==> config.mk <==
export PLATFORM = sky130hd
export DESIGN_NAME = pe_matmul_sequencer_flat
export DESIGN_NICKNAME = d
export VERILOG_FILES = /design/src/rtl/pe_ctrl_pkg.sv /design/src/rtl/pe_matmul_sequencer_if.sv /design/src/rtl/pe_loop_counter.sv /design/src/rtl/pe_matmul_sequencer.sv /design/src/flat_wrapper.sv
export SDC_FILE = /design/constraint.sdc
export NUM_CORES = 1
export LEC_CHECK = 0
export BUFFER_PORTS_ARGS = -buffer_cell sky130_fd_sc_hd__buf_2
export CORE_AREA = 2 2 236 238
export CTS_CLUSTER_SIZE = 8
export DETAILED_ROUTE_END_ITERATION = 8
export DIE_AREA = 0 0 238 240
export PLACE_DENSITY_LB_ADDON = 0.08
export SLEW_MARGIN = 30
export SYNTH_ARGS = -nofsm -noshare
export SYNTH_HDL_FRONTEND = slang
export SYNTH_SLANG_ARGS = --single-unit
==> constraint.sdc <==
create_clock -name clk -period 6.7 [get_ports clk]
set_clock_uncertainty 0.15 [all_clocks]
set_input_delay 1.34 -clock clk [delete_from_list [all_inputs] [get_ports clk]]
set_output_delay 1.34 -clock clk [all_outputs]
set_load 0.03 [all_outputs]
==> src/rtl/pe_ctrl_pkg.sv <==
// Shared types for the PE matmul sequencer: FSM states, default widths and
// the configuration that is captured when a start is accepted.
package pe_ctrl_pkg;
  localparam int ADDR_W_DEF = 32;
  localparam int DIM_W_DEF  = 16;

  typedef enum logic [1:0] {IDLE, RUN, FIN} state_t;

  typedef struct packed {
    logic [DIM_W_DEF-1:0]  m;
    logic [DIM_W_DEF-1:0]  n;
    logic [DIM_W_DEF-1:0]  k;
    logic [ADDR_W_DEF-1:0] base_a;
    logic [ADDR_W_DEF-1:0] base_b;
    logic [ADDR_W_DEF-1:0] base_c;
  } cfg_t;

  function automatic logic any_zero(input logic [DIM_W_DEF-1:0] m, n, k);
    return (m == '0) || (n == '0) || (k == '0);
  endfunction
endpackage

==> src/rtl/pe_matmul_sequencer_if.sv <==
// Host/PE-facing bundle of the sequencer. master drives the request and the
// step handshake; slave is the sequencer itself.
interface pe_matmul_sequencer_if import pe_ctrl_pkg::*; #(
  parameter int ADDR_W = ADDR_W_DEF,
  parameter int DIM_W  = DIM_W_DEF
);
  logic              start;
  logic [DIM_W-1:0]  dim_m, dim_n, dim_k;
  logic [ADDR_W-1:0] base_a, base_b, base_c;
  logic              step_fin;
  logic              pe_active, pe_vec_fin;
  logic [ADDR_W-1:0] left_addr, right_addr, result_addr;
  logic              busy, done;

  modport master (
    output start, dim_m, dim_n, dim_k, base_a, base_b, base_c, step_fin,
    input  pe_active, pe_vec_fin, left_addr, right_addr, result_addr, busy, done
  );

  modport slave (
    input  start, dim_m, dim_n, dim_k, base_a, base_b, base_c, step_fin,
    output pe_active, pe_vec_fin, left_addr, right_addr, result_addr, busy, done
  );
endinterface

==> src/rtl/pe_loop_counter.sv <==
// Nested i/j/k loop counter (k innermost) advancing once per enabled cycle,
// with last-index flags for the address logic and the FSM.
module pe_loop_counter #(
  parameter int DIM_W = 16
) (
  input  logic             clk,
  input  logic             rst_n,
  input  logic             clear,
  input  logic             en,
  input  logic [DIM_W-1:0] dim_m,
  input  logic [DIM_W-1:0] dim_n,
  input  logic [DIM_W-1:0] dim_k,
  output logic [DIM_W-1:0] j,
  output logic [DIM_W-1:0] k,
  output logic             k_last,
  output logic             j_last,
  output logic             last
);
  logic [DIM_W-1:0] i;
  logic             i_last;

  assign k_last = (k == dim_k - DIM_W'(1));
  assign j_last = (j == dim_n - DIM_W'(1));
  assign i_last = (i == dim_m - DIM_W'(1));
  assign last   = k_last && j_last && i_last;

  always_ff @(posedge clk or negedge rst_n) begin
    if (!rst_n) begin
      i <= '0;
      j <= '0;
      k <= '0;
    end else if (clear) begin
      i <= '0;
      j <= '0;
      k <= '0;
    end else if (en) begin
      if (!k_last) begin
        k <= k + DIM_W'(1);
      end else begin
        k <= '0;
        if (!j_last) begin
          j <= j + DIM_W'(1);
        end else begin
          j <= '0;
          i <= i_last ? '0 : i + DIM_W'(1);
        end
      end
    end
  end
endmodule

==> src/rtl/pe_matmul_sequencer.sv <==
// Sequences one PE MAC datapath through C = A x B: loop counters, incremental
// A/B/C address offsets and the IDLE/RUN/FIN control FSM.
module pe_matmul_sequencer import pe_ctrl_pkg::*; #(
  parameter int ADDR_W = ADDR_W_DEF,
  parameter int DIM_W  = DIM_W_DEF
) (
  input  logic                    clk,
  input  logic                    rst_n,
  pe_matmul_sequencer_if.slave    bus
);
  state_t            state, state_nx;
  cfg_t              cfg;
  logic              accept, adv, run;
  logic [ADDR_W-1:0] a_off, b_off, c_off;
  logic [DIM_W-1:0]  j_cnt, k_cnt;
  logic              k_last, j_last, last;

  always_comb begin
    state_nx = state;
    accept   = 1'b0;
    adv      = 1'b0;
    case (state)
      IDLE: if (bus.start) begin
        accept   = 1'b1;
        state_nx = any_zero(DIM_W_DEF'(bus.dim_m), DIM_W_DEF'(bus.dim_n),
                            DIM_W_DEF'(bus.dim_k)) ? FIN : RUN;
      end
      RUN: if (bus.step_fin) begin
        adv = 1'b1;
        if (last) state_nx = FIN;
      end
      FIN:     state_nx = IDLE;
      default: state_nx = IDLE;
    endcase
  end

  always_ff @(posedge clk or negedge rst_n) begin
    if (!rst_n) state <= IDLE;
    else        state <= state_nx;
  end

  // Offsets are relative to the latched bases so the datapath only ever adds.
  always_ff @(posedge clk or negedge rst_n) begin
    if (!rst_n) begin
      cfg   <= '0;
      a_off <= '0;
      b_off <= '0;
      c_off <= '0;
    end else if (accept) begin
      cfg.m      <= DIM_W_DEF'(bus.dim_m);
      cfg.n      <= DIM_W_DEF'(bus.dim_n);
      cfg.k      <= DIM_W_DEF'(bus.dim_k);
      cfg.base_a <= ADDR_W_DEF'(bus.base_a);
      cfg.base_b <= ADDR_W_DEF'(bus.base_b);
      cfg.base_c <= ADDR_W_DEF'(bus.base_c);
      a_off      <= '0;
      b_off      <= '0;
      c_off      <= '0;
    end else if (adv) begin
      if (k_last) begin
        b_off <= '0;
        c_off <= c_off + ADDR_W'(1);
        if (j_last) a_off <= a_off + ADDR_W'(cfg.k);
      end else begin
        b_off <= b_off + ADDR_W'(cfg.n);
      end
    end
  end

  pe_loop_counter #(.DIM_W(DIM_W)) u_cnt (
    .clk    (clk),
    .rst_n  (rst_n),
    .clear  (accept),
    .en     (adv),
    .dim_m  (DIM_W'(cfg.m)),
    .dim_n  (DIM_W'(cfg.n)),
    .dim_k  (DIM_W'(cfg.k)),
    .j      (j_cnt),
    .k      (k_cnt),
    .k_last (k_last),
    .j_last (j_last),
    .last   (last)
  );

  assign run             = (state == RUN);
  assign bus.pe_active   = run;
  assign bus.pe_vec_fin  = run && k_last;
  assign bus.busy        = (state != IDLE);
  assign bus.done        = (state == FIN);
  assign bus.left_addr   = run ? ADDR_W'(cfg.base_a) + a_off + ADDR_W'(k_cnt) : '0;
  assign bus.right_addr  = run ? ADDR_W'(cfg.base_b) + b_off + ADDR_W'(j_cnt) : '0;
  assign bus.result_addr = run ? ADDR_W'(cfg.base_c) + c_off : '0;
endmodule

==> src/flat_wrapper.sv <==
// flat-port wrapper written by rule: the top's interface ports become plain ports
module pe_matmul_sequencer_flat import pe_ctrl_pkg::*;
#(
  parameter int ADDR_W = ADDR_W_DEF,
  parameter int DIM_W  = DIM_W_DEF
)
  (clk, rst_n, bus_start, bus_dim_m, bus_dim_n, bus_dim_k, bus_base_a, bus_base_b, bus_base_c, bus_step_fin, bus_pe_active, bus_pe_vec_fin, bus_left_addr, bus_right_addr, bus_result_addr, bus_busy, bus_done);
  pe_matmul_sequencer_if #(.ADDR_W(ADDR_W), .DIM_W(DIM_W)) bus_i ();
  input  logic clk;
  input  logic rst_n;
  input wire logic [$bits(bus_i.start)-1:0] bus_start;
  input wire logic [$bits(bus_i.dim_m)-1:0] bus_dim_m;
  input wire logic [$bits(bus_i.dim_n)-1:0] bus_dim_n;
  input wire logic [$bits(bus_i.dim_k)-1:0] bus_dim_k;
  input wire logic [$bits(bus_i.base_a)-1:0] bus_base_a;
  input wire logic [$bits(bus_i.base_b)-1:0] bus_base_b;
  input wire logic [$bits(bus_i.base_c)-1:0] bus_base_c;
  input wire logic [$bits(bus_i.step_fin)-1:0] bus_step_fin;
  output wire logic [$bits(bus_i.pe_active)-1:0] bus_pe_active;
  output wire logic [$bits(bus_i.pe_vec_fin)-1:0] bus_pe_vec_fin;
  output wire logic [$bits(bus_i.left_addr)-1:0] bus_left_addr;
  output wire logic [$bits(bus_i.right_addr)-1:0] bus_right_addr;
  output wire logic [$bits(bus_i.result_addr)-1:0] bus_result_addr;
  output wire logic [$bits(bus_i.busy)-1:0] bus_busy;
  output wire logic [$bits(bus_i.done)-1:0] bus_done;
  assign bus_i.start = bus_start;
  assign bus_i.dim_m = bus_dim_m;
  assign bus_i.dim_n = bus_dim_n;
  assign bus_i.dim_k = bus_dim_k;
  assign bus_i.base_a = bus_base_a;
  assign bus_i.base_b = bus_base_b;
  assign bus_i.base_c = bus_base_c;
  assign bus_i.step_fin = bus_step_fin;
  assign bus_pe_active = bus_i.pe_active;
  assign bus_pe_vec_fin = bus_i.pe_vec_fin;
  assign bus_left_addr = bus_i.left_addr;
  assign bus_right_addr = bus_i.right_addr;
  assign bus_result_addr = bus_i.result_addr;
  assign bus_busy = bus_i.busy;
  assign bus_done = bus_i.done;
  pe_matmul_sequencer #(.ADDR_W(ADDR_W), .DIM_W(DIM_W)) u_core (.clk(clk), .rst_n(rst_n), .bus(bus_i));
endmodule
==> summary.txt <==
Worst setup path
  • R2R depth: 11
  • Critical path type: flop to output port
  • Crit-path max cell delay: 0.50 ns
  • Crit Reg-Reg Startpoint: u_core.cfg[99]
  • Worst EP arrival: 4.82 ns
  • Crit path max-delay cell type: fa_1
  • Crit path capture type: output port
  • Critical path startpoint category: flop
  • CP max FO: 6
  • CP Launch Point: u_core.u_cnt.k[1]
  • CP Cell Sequence: fa_1 -> ha_1 -> fa_1 -> a21o_1 -> a21oi_1 -> o21ai_0 -> a32o_1 -> a221o_1 -> a311o_1 -> a31oi_1 -> o21ai_0 -> a21oi_1 -> buf_2
  • FF-to-FF End: u_core.u_cnt.i[5]
  • Flop-to-flop setup slack: approximately 1.8 ns
  • Crit path capture: bus_left_addr[29]
  • Worst Path Required: approximately 5.2 ns

Power
  • Max IR drop VDD: 170 uV
  • Flop pwr share: 40.4%
  • Psw: 1.34 mW
  • Clock Power Share: 43.9%
  • Combinational power share: 15.7%
  • Tot Pwr: 4.62 mW
  • Switch share: 29.0%
  • Leak Pwr: 12.9 nW
  • Power Density: 188 mW/mm^2
  • Internal power: between 3 and 4 mW

Die
  • Die Ht: 240 um
  • Die W: 238 um
  • Die footprint: 0.0571 mm^2
  • Top Ports: 248
  • Initial Util: 39.4%
  • Site Rows: 86
  • CORE AREA: approximately 0.055 mm^2

Route
  • Via/cell ratio: 5.52
  • Vias after detailed routing: slightly below 20000
  • Post-DR wirelength/cell: 18.4 um
  • Drt drc: 0
  • DRT antenna net count: 0
  • Drt first pass iters: 5
  • Routed wire length: approximately 65000 um
  • Iter 0 DRT Violations: 1145

STA
  • Final Cycle Share: 94.2%
  • Final Hold Viols: 0
  • Final WS setup: approximately 0.39 ns
  • Headroom to the max-slew limit: around a third
  • Max Clock Freq: 158 MHz
  • Final Max Tran Viols: 0
  • Setup_tns: 0 ns
  • RSZ-0062 raised after global routing: no
  • Tmin final: about 6.3 ns
  • Worst Tran Pin Value: 0.997 ns
  • Final setup viols: 0

Synth
  • Post-synthesis simple-gate area fraction: 25.3%
  • Largest family of logic cells by synthesized area: simple AND/OR/NAND/NOR gates
  • Post-Synth Adder-Cell Area: 12.7%
  • Post-synth EDFFs: 0
  • Post-synthesis compound-gate area fraction: 16.1%
  • Post-synthesis mux area share: 1.13%
  • Post-Syn Instances: 2592
  • Synth warn: 0
  • Fraction of registers with async set/reset: 100%
  • Number of distinct library cells after synthesis: 79
  • FF+latch count, synth: 290
  • XOR/XNOR share of the synthesized area: 7.92%
  • Mapped Avg Cell Area: 8.31 um^2
  • Top_reg_cell synth: dfrtp_1
  • Sequential area share after synthesis: 33.7%
  • Synthesized Nets: around 2900
  • Post-Syn Area: approximately 0.022 mm^2

Run status
  • Status: finished clean

Global route
  • Global-route wire length before repair: a little over 100000 um
  • GRT overflow: 0
  • Initial antenna violation count: 5
  • Total track usage: 22.7%
  • Pin count of the biggest net entering global routing: 117
  • Vias in the first global route: ~19000

Clocking
  • CTS Buf Count: 43
  • CTS tree: yes
  • CTS H-tree lvls: 2
  • CTS root buffer: clkbuf_16
  • CTS Buffer Depth: 3
  • Clk sink count: 290
  • Clk pin slew, worst setup/hold paths: 0.05 ns
  • Worst skew pair latency: 0.58 ns

Layout
  • Final nets: 3131
  • Filler instances: 5463
  • Commonest non-fill, non-tap cell in the layout: nand2_1
  • Utilization after layout: 45.0%
  • Most frequent cells in the layout: 548 x nand2_1, 290 x dfrtp_1, 246 x buf_2
  • Area Overhead vs Synth: 14.2%
  • Layout cells sized above 1: between 10% and 20%

Placement
  • Number of port buffers: 247
  • Final GP Congestion: between 0.8 and 0.9
  • Worst slack, placed: roughly 0.91 ns
  • Dpl hpwl: 47400 um

Flow run
  • Max-cap viol count: 0

Hold path
  • Worst hold path class: flop to flop
-- metrics by stage --
stage               instance area [um^2]  instances  hold slack (ns)
CTS                                24600       3499            0.325
global route                       24600       3500            0.352
global placement                   23400       3445            0.311
detailed placement                 23400       3445            0.315
finish                             24600       3501            0.320
floorplan                          21600       2592            0.281
-- sequential cells by signal, indices dropped and copies added, names as in the netlist --
name,flops
u_core.state,2
u_core.cfg,144
u_core.b_off,32
u_core.u_cnt.j,16
u_core.u_cnt.i,16
u_core.u_cnt.k,16
u_core.c_off,32
u_core.a_off,32
-- critical path, delay by kind of cell (launching register included) --
family                   cells  cell delay, ns
buffers and inverters        1            0.22
adder cells (fa/ha/maj)      3            1.23
flip-flops                   1            0.46
AO/OA/AOI/OAI                9            2.33
-- metal layers --
metal  global-route usage (%)  vias up  share of wire, %
met4                     7.41        2               2.7
met2                     35.8      472                44
met3                     2.92       95               4.8
met1                     32.2     9238                48
met5                        0        -             0.015
li1                         -     9512                 -
-- how the worst min path moves through the flow --
stage	start	endpoint	slack (ns)	cells after the start
global placement	u_core.state[1]	u_core.state[1]	0.31	1
global route	u_core.cfg[16]	u_core.cfg[16]	0.35	2
CTS	u_core.state[1]	u_core.state[1]	0.33	1
floorplan	u_core.state[1]	u_core.state[1]	0.28	1
detailed placement	u_core.state[1]	u_core.state[1]	0.32	1
finish	u_core.state[1]	u_core.state[1]	0.32	1
-- cells in the mapped netlist (5+ instances only) --
cell	n	area, um^2
o211ai_1	14	105
nor2b_1	19	119
and3_1	35	219
o41ai_1	5	43.8
nand4_1	56	350
clkbuf_1	98	368
mux2i_1	21	210
nor3_1	51	255
xnor2_1	96	841
a31o_2	6	52.6
o31ai_1	37	278
a211o_1	7	61.3
or2_2	9	56.3
nor2_1	222	833
nand2_1	549	2060
o21ai_1	12	60.1
xor2_1	99	867
dfrtp_1	290	7260
nand2b_1	41	257
fa_1	37	741
or4_1	23	173
and4_1	8	70.1
nor4_1	29	181
o31a_1	7	61.3
buf_1	9	33.8
nor3b_1	7	52.6
o21ai_0	106	531
a41oi_1	8	70.1
a211oi_1	17	128
o21a_1	22	165
a21o_1	60	450
nand3_1	71	355
a31oi_1	22	138
buf_2	5	25.0
nand3b_1	5	37.5
inv_1	58	218
or3_1	21	131
ha_1	160	2000
a22o_1	17	149
o21bai_1	17	128
and2_1	17	106
a21oi_1	129	646
-- power by group through the flow --
stage / sequential, mW / combinational (mW) / clock [mW]
floorplan: 1.87 / 0.471 / 0
global placement: 1.89 / 0.707 / 0
detailed placement: 1.90 / 0.723 / 0
CTS: 1.87 / 0.727 / 2.10
global route: 1.88 / 0.802 / 2.16
finish: 1.87 / 0.724 / 2.03
-- area by class of cell --
type                            count  area, um^2  area share (%)
Sequential cell                   290        7260            29.5
Timing Repair Buffer              264        1400            5.69
Multi-Input combinational cell   2129       13600            55.5
Tap cell                          704         881            3.58
Clock inverter                      3        30.0           0.122
Inverter                           58         218           0.885
Antenna cell                        2        5.00          0.0203
Clock buffer                       51        1170            4.74
-- cell families after synthesis --
family	after synthesis
flops	290
compound gates	529
fa+ha+maj	197
mux	24
simple gates	1184
xor+xnor	195
buf+inv	173
-- timing repair --
action                                 4_1_cts  5_1_grt
endpoints found under the hold margin        0        0
hold buffers                                 0        0
setup endpoints to repair                    0        1
resized for setup                            0        1
buffers inserted                             0        0
No activity file was read; power rests on OpenSTA's default activity.
